==> config.mk <==
export PLATFORM = sky130hd
export DESIGN_NAME = dm9000a_ep_access
export DESIGN_NICKNAME = d
export VERILOG_FILES = /design/src/rtl/dm9000a_pkg.sv /design/src/rtl/dm9000a_bus_step.sv /design/src/rtl/dm9000a_ep_access.sv
export SDC_FILE = /design/constraint.sdc
export NUM_CORES = 1
export LEC_CHECK = 0
export ABC_AREA = 1
export CELL_PAD_IN_SITES_DETAIL_PLACEMENT = 1
export CELL_PAD_IN_SITES_GLOBAL_PLACEMENT = 1
export CORE_MARGIN = 3
export CORE_UTILIZATION = 36
export CTS_CLUSTER_SIZE = 40
export DETAILED_ROUTE_END_ITERATION = 8
export GPL_TIMING_DRIVEN = 0
export PLACE_DENSITY = 0.95
export SYNTH_ARGS = -nofsm -noshare
export SYNTH_HDL_FRONTEND = slang
export SYNTH_SLANG_ARGS = --single-unit
==> constraint.sdc <==
create_clock -name iDm9000aClk -period 3.7 [get_ports iDm9000aClk]
set_input_delay 1.11 -clock iDm9000aClk [delete_from_list [all_inputs] [get_ports iDm9000aClk]]
set_output_delay 1.11 -clock iDm9000aClk [all_outputs]
set_load 0.02 [all_outputs]
==> src/rtl/dm9000a_pkg.sv <==
// Shared constants and state type for the DM9000A EEPROM/PHY access path.
package dm9000a_pkg;

  localparam logic [7:0] REG_EPCR  = 8'h0B;
  localparam logic [7:0] REG_EPAR  = 8'h0C;
  localparam logic [7:0] REG_EPDRL = 8'h0D;
  localparam logic [7:0] REG_EPDRH = 8'h0E;

  localparam logic [7:0] EPCR_PHY_WR = 8'h0A;
  localparam logic [7:0] EPCR_PHY_RD = 8'h0C;
  localparam logic [7:0] EPCR_EE_WR  = 8'h12;
  localparam logic [7:0] EPCR_EE_RD  = 8'h04;
  localparam logic [7:0] EPCR_CLR    = 8'h00;
  localparam int         ERRE_BIT    = 0;

  // One-hot engine select: bit order matches the bus_step start/done vectors
  localparam logic [2:0] ENG_IOW = 3'b001;
  localparam logic [2:0] ENG_IOR = 3'b010;
  localparam logic [2:0] ENG_DLY = 3'b100;

  typedef enum logic [3:0] {
    S_IDLE, S_W_EPAR, S_W_EPDRH, S_W_EPDRL, S_W_CMD, S_POLL_DLY,
    S_POLL_RD, S_W_CLR, S_R_EPDRH, S_R_EPDRL, S_DONE, S_ABORT_CLR
  } ep_state_e;

  function automatic logic [7:0] epcr_cmd(input logic rd, input logic ee);
    if (ee) return rd ? EPCR_EE_RD : EPCR_EE_WR;
    return rd ? EPCR_PHY_RD : EPCR_PHY_WR;
  endfunction

endpackage

==> src/rtl/dm9000a_bus_step.sv <==
// Engine handshake: raise one start line, hold until its done, drop, leave one idle cycle.
module dm9000a_bus_step #(
  parameter int N = 3
) (
  input  logic         clk_i,
  input  logic         rst_ni,
  input  logic         req_i,
  input  logic         abort_i,
  input  logic [N-1:0] sel_i,
  input  logic [N-1:0] done_i,
  output logic [N-1:0] start_o,
  output logic         launch_o,
  output logic         fin_o
);

  logic [N-1:0] start_q, start_d;

  // Done lines of engines we are not driving are stale and ignored
  assign launch_o = req_i && !abort_i && (start_q == '0);
  assign fin_o    = !abort_i && |(done_i & start_q);
  assign start_o  = start_q;

  always_comb begin
    start_d = start_q;
    if (abort_i || fin_o) start_d = '0;
    else if (launch_o)    start_d = sel_i;
  end

  always_ff @(posedge clk_i or negedge rst_ni) begin
    if (!rst_ni) start_q <= '0;
    else         start_q <= start_d;
  end

endmodule

==> src/rtl/dm9000a_ep_access.sv <==
// PHY/EEPROM word access sequencer over EPAR/EPDRH/EPDRL/EPCR with ERRE polling.
// Define DM9000A_EEPROM_EN to honour iTarget; otherwise every access goes to the PHY.
module dm9000a_ep_access
  import dm9000a_pkg::*;
#(
  parameter logic [1:0]  PHY_ADDR   = 2'b01,
  parameter logic [10:0] POLL_DELAY = 11'd25,
  parameter int          POLL_MAX   = 200
) (
  input  logic        iDm9000aClk,
  input  logic        iRst_n,
  input  logic        iRunStart,
  input  logic        iOp,
  input  logic        iTarget,
  input  logic [7:0]  iReg,
  input  logic [15:0] iValue,
  output logic        oRunEnd,
  output logic [15:0] oReadData,
  output logic        oTimeout,
  output logic        out_to_Dm9000a_Iow_RunStart,
  output logic [15:0] out_to_Dm9000a_Iow_Reg,
  output logic [15:0] out_to_Dm9000a_Iow_Data,
  input  logic        in_from_Dm9000a_Iow_RunEnd,
  output logic        out_to_Dm9000a_Ior_RunStart,
  output logic [15:0] out_to_Dm9000a_Ior_Reg,
  input  logic        in_from_Dm9000a_Ior_RunEnd,
  input  logic [15:0] in_from_Dm9000a_Ior_Data,
  output logic        out_to_Dm9000a_usDelay_RunStart,
  output logic [10:0] out_to_Dm9000a_usDelay_DelayTime,
  input  logic        in_from_Dm9000a_usDelay_RunEnd
);

  localparam int PCW = $clog2(POLL_MAX + 1);

  ep_state_e   state_q, state_d;
  logic        op_q, op_d, tmo_q, tmo_d, runend_q;
  logic [7:0]  reg_q, reg_d;
  logic [15:0] val_q, val_d, rdata_q, rdata_d;
  logic [PCW-1:0] pcnt_q, pcnt_d, pcnt_inc;
  logic [15:0] iow_reg_q, iow_reg_d, iow_data_q, iow_data_d, ior_reg_q, ior_reg_d;
  logic [10:0] dly_q, dly_d;
  logic [15:0] epar;
  logic [7:0]  cmd, bus_reg;
  logic [15:0] bus_dat;
  logic [2:0]  sel, start;
  logic        req, launch, fin, abort, pre_cmd;
  logic        unused_hi;

`ifdef DM9000A_EEPROM_EN
  logic tgt_q;
  always_ff @(posedge iDm9000aClk or negedge iRst_n) begin
    if (!iRst_n)                            tgt_q <= 1'b0;
    else if (state_q == S_IDLE && iRunStart) tgt_q <= iTarget;
  end
  assign epar = tgt_q ? {8'h00, reg_q} : {8'h00, PHY_ADDR, reg_q[5:0]};
  assign cmd  = epcr_cmd(op_q, tgt_q);
`else
  logic unused_cfg;
  assign unused_cfg = iTarget ^ reg_q[7] ^ reg_q[6];
  assign epar = {8'h00, PHY_ADDR, reg_q[5:0]};
  assign cmd  = epcr_cmd(op_q, 1'b0);
`endif

  assign unused_hi = ^in_from_Dm9000a_Ior_Data[15:8];
  assign pcnt_inc  = (pcnt_q == PCW'(POLL_MAX)) ? pcnt_q : pcnt_q + 1'b1;
  assign abort     = !iRunStart && !(state_q inside {S_IDLE, S_DONE, S_ABORT_CLR});
  assign pre_cmd   = state_q inside {S_W_EPAR, S_W_EPDRH, S_W_EPDRL, S_W_CMD};

  dm9000a_bus_step #(.N(3)) u_step (
    .clk_i    (iDm9000aClk),
    .rst_ni   (iRst_n),
    .req_i    (req),
    .abort_i  (abort),
    .sel_i    (sel),
    .done_i   ({in_from_Dm9000a_usDelay_RunEnd, in_from_Dm9000a_Ior_RunEnd,
                in_from_Dm9000a_Iow_RunEnd}),
    .start_o  (start),
    .launch_o (launch),
    .fin_o    (fin)
  );

  always_comb begin
    state_d = state_q; op_d = op_q; reg_d = reg_q; val_d = val_q;
    pcnt_d = pcnt_q; tmo_d = tmo_q; rdata_d = rdata_q;
    iow_reg_d = iow_reg_q; iow_data_d = iow_data_q; ior_reg_d = ior_reg_q; dly_d = dly_q;
    req = 1'b0; sel = ENG_IOW; bus_reg = 8'h00; bus_dat = 16'h0000;
    case (state_q)
      S_IDLE: if (iRunStart) begin
        state_d = S_W_EPAR; op_d = iOp; reg_d = iReg; val_d = iValue;
        pcnt_d = '0; tmo_d = 1'b0; rdata_d = '0;
      end
      S_W_EPAR: begin
        req = 1'b1; bus_reg = REG_EPAR; bus_dat = epar;
        if (fin) state_d = op_q ? S_W_CMD : S_W_EPDRH;
      end
      S_W_EPDRH: begin
        req = 1'b1; bus_reg = REG_EPDRH; bus_dat = {8'h00, val_q[15:8]};
        if (fin) state_d = S_W_EPDRL;
      end
      S_W_EPDRL: begin
        req = 1'b1; bus_reg = REG_EPDRL; bus_dat = {8'h00, val_q[7:0]};
        if (fin) state_d = S_W_CMD;
      end
      S_W_CMD: begin
        req = 1'b1; bus_reg = REG_EPCR; bus_dat = {8'h00, cmd};
        if (fin) state_d = S_POLL_DLY;
      end
      S_POLL_DLY: begin
        req = 1'b1; sel = ENG_DLY;
        if (fin) state_d = S_POLL_RD;
      end
      S_POLL_RD: begin
        req = 1'b1; sel = ENG_IOR; bus_reg = REG_EPCR;
        if (fin) begin
          if (!in_from_Dm9000a_Ior_Data[ERRE_BIT]) state_d = S_W_CLR;
          else begin
            pcnt_d = pcnt_inc;
            if (pcnt_inc == PCW'(POLL_MAX)) begin tmo_d = 1'b1; state_d = S_W_CLR; end
            else state_d = S_POLL_DLY;
          end
        end
      end
      S_W_CLR: begin
        req = 1'b1; bus_reg = REG_EPCR; bus_dat = {8'h00, EPCR_CLR};
        if (fin) state_d = (op_q && !tmo_q) ? S_R_EPDRH : S_DONE;
      end
      S_R_EPDRH: begin
        req = 1'b1; sel = ENG_IOR; bus_reg = REG_EPDRH;
        if (fin) begin rdata_d[15:8] = in_from_Dm9000a_Ior_Data[7:0]; state_d = S_R_EPDRL; end
      end
      S_R_EPDRL: begin
        req = 1'b1; sel = ENG_IOR; bus_reg = REG_EPDRL;
        if (fin) begin rdata_d[7:0] = in_from_Dm9000a_Ior_Data[7:0]; state_d = S_DONE; end
      end
      S_DONE: if (!iRunStart) state_d = S_IDLE;
      S_ABORT_CLR: begin
        req = 1'b1; bus_reg = REG_EPCR; bus_dat = {8'h00, EPCR_CLR};
        if (fin) state_d = S_IDLE;
      end
      default: state_d = S_IDLE;
    endcase
    // Once the command is in EPCR it must be cleared even when abandoning
    if (abort) state_d = pre_cmd ? S_IDLE : S_ABORT_CLR;
    if (launch) begin
      if (sel == ENG_IOW) begin iow_reg_d = {8'h00, bus_reg}; iow_data_d = bus_dat; end
      else if (sel == ENG_IOR) ior_reg_d = {8'h00, bus_reg};
      else dly_d = POLL_DELAY;
    end
  end

  always_ff @(posedge iDm9000aClk or negedge iRst_n) begin
    if (!iRst_n) begin
      state_q <= S_IDLE; op_q <= 1'b0; reg_q <= '0; val_q <= '0;
      pcnt_q <= '0; tmo_q <= 1'b0; rdata_q <= '0; runend_q <= 1'b0;
      iow_reg_q <= '0; iow_data_q <= '0; ior_reg_q <= '0; dly_q <= '0;
    end else begin
      state_q <= state_d; op_q <= op_d; reg_q <= reg_d; val_q <= val_d;
      pcnt_q <= pcnt_d; tmo_q <= tmo_d; rdata_q <= rdata_d;
      runend_q <= (state_d == S_DONE);
      iow_reg_q <= iow_reg_d; iow_data_q <= iow_data_d; ior_reg_q <= ior_reg_d; dly_q <= dly_d;
    end
  end

  assign oRunEnd   = runend_q;
  assign oReadData = rdata_q;
  assign oTimeout  = tmo_q;
  assign out_to_Dm9000a_Iow_RunStart      = start[0];
  assign out_to_Dm9000a_Iow_Reg           = iow_reg_q;
  assign out_to_Dm9000a_Iow_Data          = iow_data_q;
  assign out_to_Dm9000a_Ior_RunStart      = start[1];
  assign out_to_Dm9000a_Ior_Reg           = ior_reg_q;
  assign out_to_Dm9000a_usDelay_RunStart  = start[2];
  assign out_to_Dm9000a_usDelay_DelayTime = dly_q;

endmodule

After elaboration in Yosys (flattened, before gate mapping) --
Index checks and enable logic that the tools add are counted.
Operators by class: add/sub/neg operators 1, multiply operators 0, divide/modulo/power cells 0, order comparisons 0, equal/unequal tests 22, shifts and indexed selects 0, mux-type cells 40, bitwise operators 3, reduce and logical (&&, ||, !) cells 32
Operator list (count):
- $mux W4 | 14
- $pmux W4 S12 | 1
- $pmux W8 S2 | 3
- $mux W8 | 5
- $pmux W8 S4 | 1
- $eq A4 B4 Y1 const B | 5
- $eq A4 B3 Y1 const B | 4
- $eq A8 B8 Y1 const B | 2
- $mux W16 | 1
- $pmux W4 S4 | 1
- $mux W3 | 4
- $reduce_and A3 Y1 | 4
- $reduce_or A10 Y1 | 1
- $add A8 B1 Y8 const B | 1
- $eq A4 B2 Y1 const B | 2
- $reduce_bool A2 Y1 | 4
- $mux W2 | 3
- $ne A2 B1 Y1 const B | 3
- $ne A2 B2 Y1 const B | 3
- $pmux W3 S2 | 1
- $reduce_or A3 Y1 | 2
- $logic_and A1 B1 Y1 | 5
- $mux W1 | 5
- $reduce_and A5 Y1 | 1
- other kinds (16) | 22
Word-level totals: flip-flop bits (word level) 89, bits in latches 0, memory bits (writable) 0, ROM bits 0, input port bits 48, output and inout port bits 80, logic and storage cells 112, memories kept 0

Longest topological paths before layout --
depth in word-level cells 10, gate-level depth with buffers 15, depth with buffers taken out 15

Modules after synthesis --
A second synthesis with hierarchy kept.
Second synthesis, totals: cells, all modules 509, area, all modules 3992.6 µm²
By module, submodules not included:
- dm9000a_ep_access | instances 1, cells an instance 485, area an instance 3809.9 µm², seq. area each 1751.7 µm²
- dm9000a_bus_step | instances 1, cells an instance 24, area an instance 182.7 µm², seq. area each 75.1 µm²

Worst setup path before layout --
Ideal clock, no wire load.
kind input-to-reg, start point input in_from_Dm9000a_usDelay_RunEnd, end point register pcnt_q[2], library setup time 92 ps, arrival time 1991 ps, required time 3608 ps, path slack 1617 ps, cell stages on the path 9, buffers on the path 1, path through nand2_1 nand3_1 nand2_4 inv_4 nand2_1 nand2_1 nand2_2 buf_6 o31ai_2
Between the ends: word-level cells in the longest chain between the ends 5
Ends and longest elaborated chain:
- from (decl) | line dm9000a_ep_access.sv:30 | input logic in_from_Dm9000a_usDelay_RunEnd
- $and A3 B3 Y3 | line dm9000a_bus_step.sv:20 | assign fin_o = !abort_i && |(done_i & start_q);
- $reduce_or A3 Y1 | line dm9000a_bus_step.sv:20
- $logic_and A1 B1 Y1 | line dm9000a_bus_step.sv:20
- $ne A2 B1 Y1 (no line)
- $reduce_and A4 Y1 (no line)
- to (signal assigned) | line dm9000a_ep_access.sv:158 | pcnt_q <= pcnt_d; tmo_q <= tmo_d; rdata_q <= rdata_d;
- to (decl) | line dm9000a_ep_access.sv:39 | logic [PCW-1:0] pcnt_q, pcnt_d, pcnt_inc;
Every way passes these cells. A chain may end at the register's enable or synchronous reset.

Final worst setup path --
start point register out_to_Dm9000a_usDelay_DelayTime[0] (netlist name), end point output out_to_Dm9000a_usDelay_DelayTime[4]
RTL lines:
- to (decl) | line dm9000a_ep_access.sv:29 | output logic [10:0] out_to_Dm9000a_usDelay_DelayTime,
No word-level cell between the ends.

==> results.txt <==
Die area -> 12270 um^2
Worst Setup Slack, final -> 1110 ps
Post-synth EDFFs -> 0
Ports -> 128
CP arrival -> 1480 ps
Worst Path Required -> 2590 ps
Row cnt -> 37
WS Path Type -> flip-flop to output pin
Postcts setup bufs -> 0
Total Routing Usage GR -> 19.76%
VDD IR max -> 0.3537 mV
Ys async rst share -> 100.0%
Fillcell total -> 1305
Post-synthesis sequential area ratio -> 46.22%
Post-route ant nets -> 0
Max-slew violation count -> 0
Aggregate routed wire length -> 11760 um
Yosys top cell by area -> dfrtp_1
Yosys warnings -> 0
Post-CTS sizing -> 0
Final period util -> 69.99%
# clock sinks -> 73
# port buffers -> 76
Maximum buffer depth of the clock tree -> 2
Top post-synthesis cells by area -> dfrtp_1 (46%), nand2_1 (17%), buf_4 (8.0%)
Inserted Diodes -> 0
Outcome -> complete, no violations
First-pass GRT wire length -> 19800 um
Die height -> 110.8 um
# DRC -> 0
CTS tree -> yes
Gp weighted congestion -> 0.8660
Initial Utilization -> 37.61%
Final hold vios -> 0
Post-synth top area share -> 46.22%
Worst-margin pin slew -> 933.5 ps
TritonRoute pass-1 iters -> 4
Yosys cell types -> 35
Setup TNS -> 0 ps
Total number of vias -> 3703
Vias/cell -> 4.766
Initial DRC Count -> 153
Hold WC Path Type -> flip-flop to flip-flop
Pwr Total -> 3.881 mW
RSZ-0062 raised after global routing -> false
CTS root buf -> clkbuf_8
FF-to-FF setup slack -> 1560 ps
Pre-CTS setup slack -> 828.9 ps
Share of layout cells above drive strength 1 -> 15.60%
Wire length per cell -> 15.14 um
TritonCTS Buffers -> 9
Clk_lat worst skew -> 360 ps
Vias in the first global route -> 4042
Post-route insts no fill -> 777
Die Wd -> 110.8 um
H-Tree Depth -> 3
Syn Area/Cell -> 7.750 um^2
Commonest cells post-synth -> nand2_1 (182), dfrtp_1 (73), nand3_1 (49), buf_4 (42), inv_1 (38)
Crit end category -> output pin
Final Util -> 49.78%
Largest net degree at the start of global routing -> 74
# setup viols final -> 0
CP max FO -> 4
Core Footprint -> 10510 um^2
Congestion Overflow GR -> 0
Max_slew headroom -> 37.77%
Reg clk slew, reported paths -> 80 ps
Most frequent cell after synthesis -> nand2_1
Antenna violations before repair -> 0
Max Cap Viol -> 0
Top FF cell, synth -> dfrtp_1
Final #Nets -> 686
Mapped Area -> 3953 um^2
Cells after Synth -> 510
Post-CTS Hold Fix Bufs -> 0
Pleak -> 2.734 nW
Synthesis-stage register bit count -> 73
Final Critical Period -> 2590 ps
Fmax -> 0.3862 GHz
Placed insts -> 761
DP Wirelength -> 8987 um
CP Launch Type -> flip-flop
Area Overhead vs Synth -> 32.35%
Worst r2r src -> state_q[1]$_DFF_PN0_
Clock skew -> 10.96 ps
CP Launch Point -> out_to_Dm9000a_usDelay_DelayTime[0]$_DFFE_PN0P_
Cell area power density -> 741.8 nW/um^2
Hold Startpoint -> val_q[8]$_DFFE_PN0P_
worst max-delay path, cell delays in order, from the launching register on:
cell and delay, ps:
dfrtp_1 400, buf_4 120, clkdlybuf4s50_1 600
metal layers:
layer | GRT usage, % | vias up | part of all wire [%]
met2 | 35.36 | 117 | 53
met4 | 7.225 | 0 | 2.1
met3 | 4.148 | 22 | 4.6
li1 | - | 1783 | -
met1 | 23.24 | 1781 | 40
met5 | 0 | - | 0
flip-flops by register name, summed over array words and instances (netlist names):
signal                            count
out_to_Dm9000a_Iow_Reg                4
state_q                               4
oReadData                            16
op_q                                  1
out_to_Dm9000a_Ior_Reg                4
oRunEnd                               1
oTimeout                              1
pcnt_q                                8
reg_q                                 6
out_to_Dm9000a_Iow_Data               8
u_step.start_o                        3
val_q                                16
out_to_Dm9000a_usDelay_DelayTime      1
layout make-up:
| cell class | instances | area (um^2) | area share (%) |
|---|---|---|---|
| sequential | 73 | 1827 | 34.92 |
| multi-input combinational | 375 | 1717 | 32.82 |
| timing repair buffer | 76 | 758.2 | 14.49 |
| buffer | 51 | 365.4 | 6.984 |
| inverter | 50 | 190.2 | 3.635 |
| tap | 136 | 170.2 | 3.253 |
| clock buffer | 11 | 141.4 | 2.703 |
| clock inverter | 5 | 62.56 | 1.196 |
metrics by stage:
stage / hold WS, ps / area [um^2]
final: 481.2 / 5231
after global routing: 506.5 / 5231
after CTS: 483.9 / 5231
after detailed placement: 462.3 / 5027
after global placement: 454.6 / 5030
after floorplan: 441.9 / 4099
worst paths after layout:
kind	end	cells after the start
setup / recovery	out_to_Dm9000a_usDelay_DelayTime[4]	2
hold / removal	val_q[8]$_DFFE_PN0P_	2
setup reg to reg	out_to_Dm9000a_Iow_Data[6]$_DFFE_PN0P_	11
hold reg to reg	val_q[8]$_DFFE_PN0P_	2
max in group asynchronous	pcnt_q[4]$_DFFE_PN0P_	1
min in group asynchronous	out_to_Dm9000a_Iow_Data[6]$_DFFE_PN0P_	1
power by group:
| group | leakage [nW] | switching [mW] | internal [mW] |
|---|---|---|---|
| registers | 0.945 | 0.200 | 1.09 |
| clock network | 0.0966 | 0.331 | 0.335 |
| logic | 1.69 | 1.24 | 0.678 |
| total | 2.73 | 1.77 | 2.11 |
cell families after synthesis:
group,count (synthesis),synth area share (%)
simple gates,290,31.72
buf+inv,101,14.06
flops,73,46.22
compound gates,40,6.616
xor+xnor,3,0.6649
fa+ha+maj,2,0.6330
other cells,1,0.09488
cells in the final DEF, fill, tap and decap left out, drive strengths merged, types with 3 or more instances in the layout:
cell type	count
o31ai	5
a221oi	5
nor2	38
nand2	191
a21oi	4
buf	51
clkdlybuf4s50	75
dfrtp	73
clkbuf	12
inv	52
o21ai	20
xor2	3
nor3	5
nand3	49
or2	3
conb	40
Power figures use the tool's default switching activity.
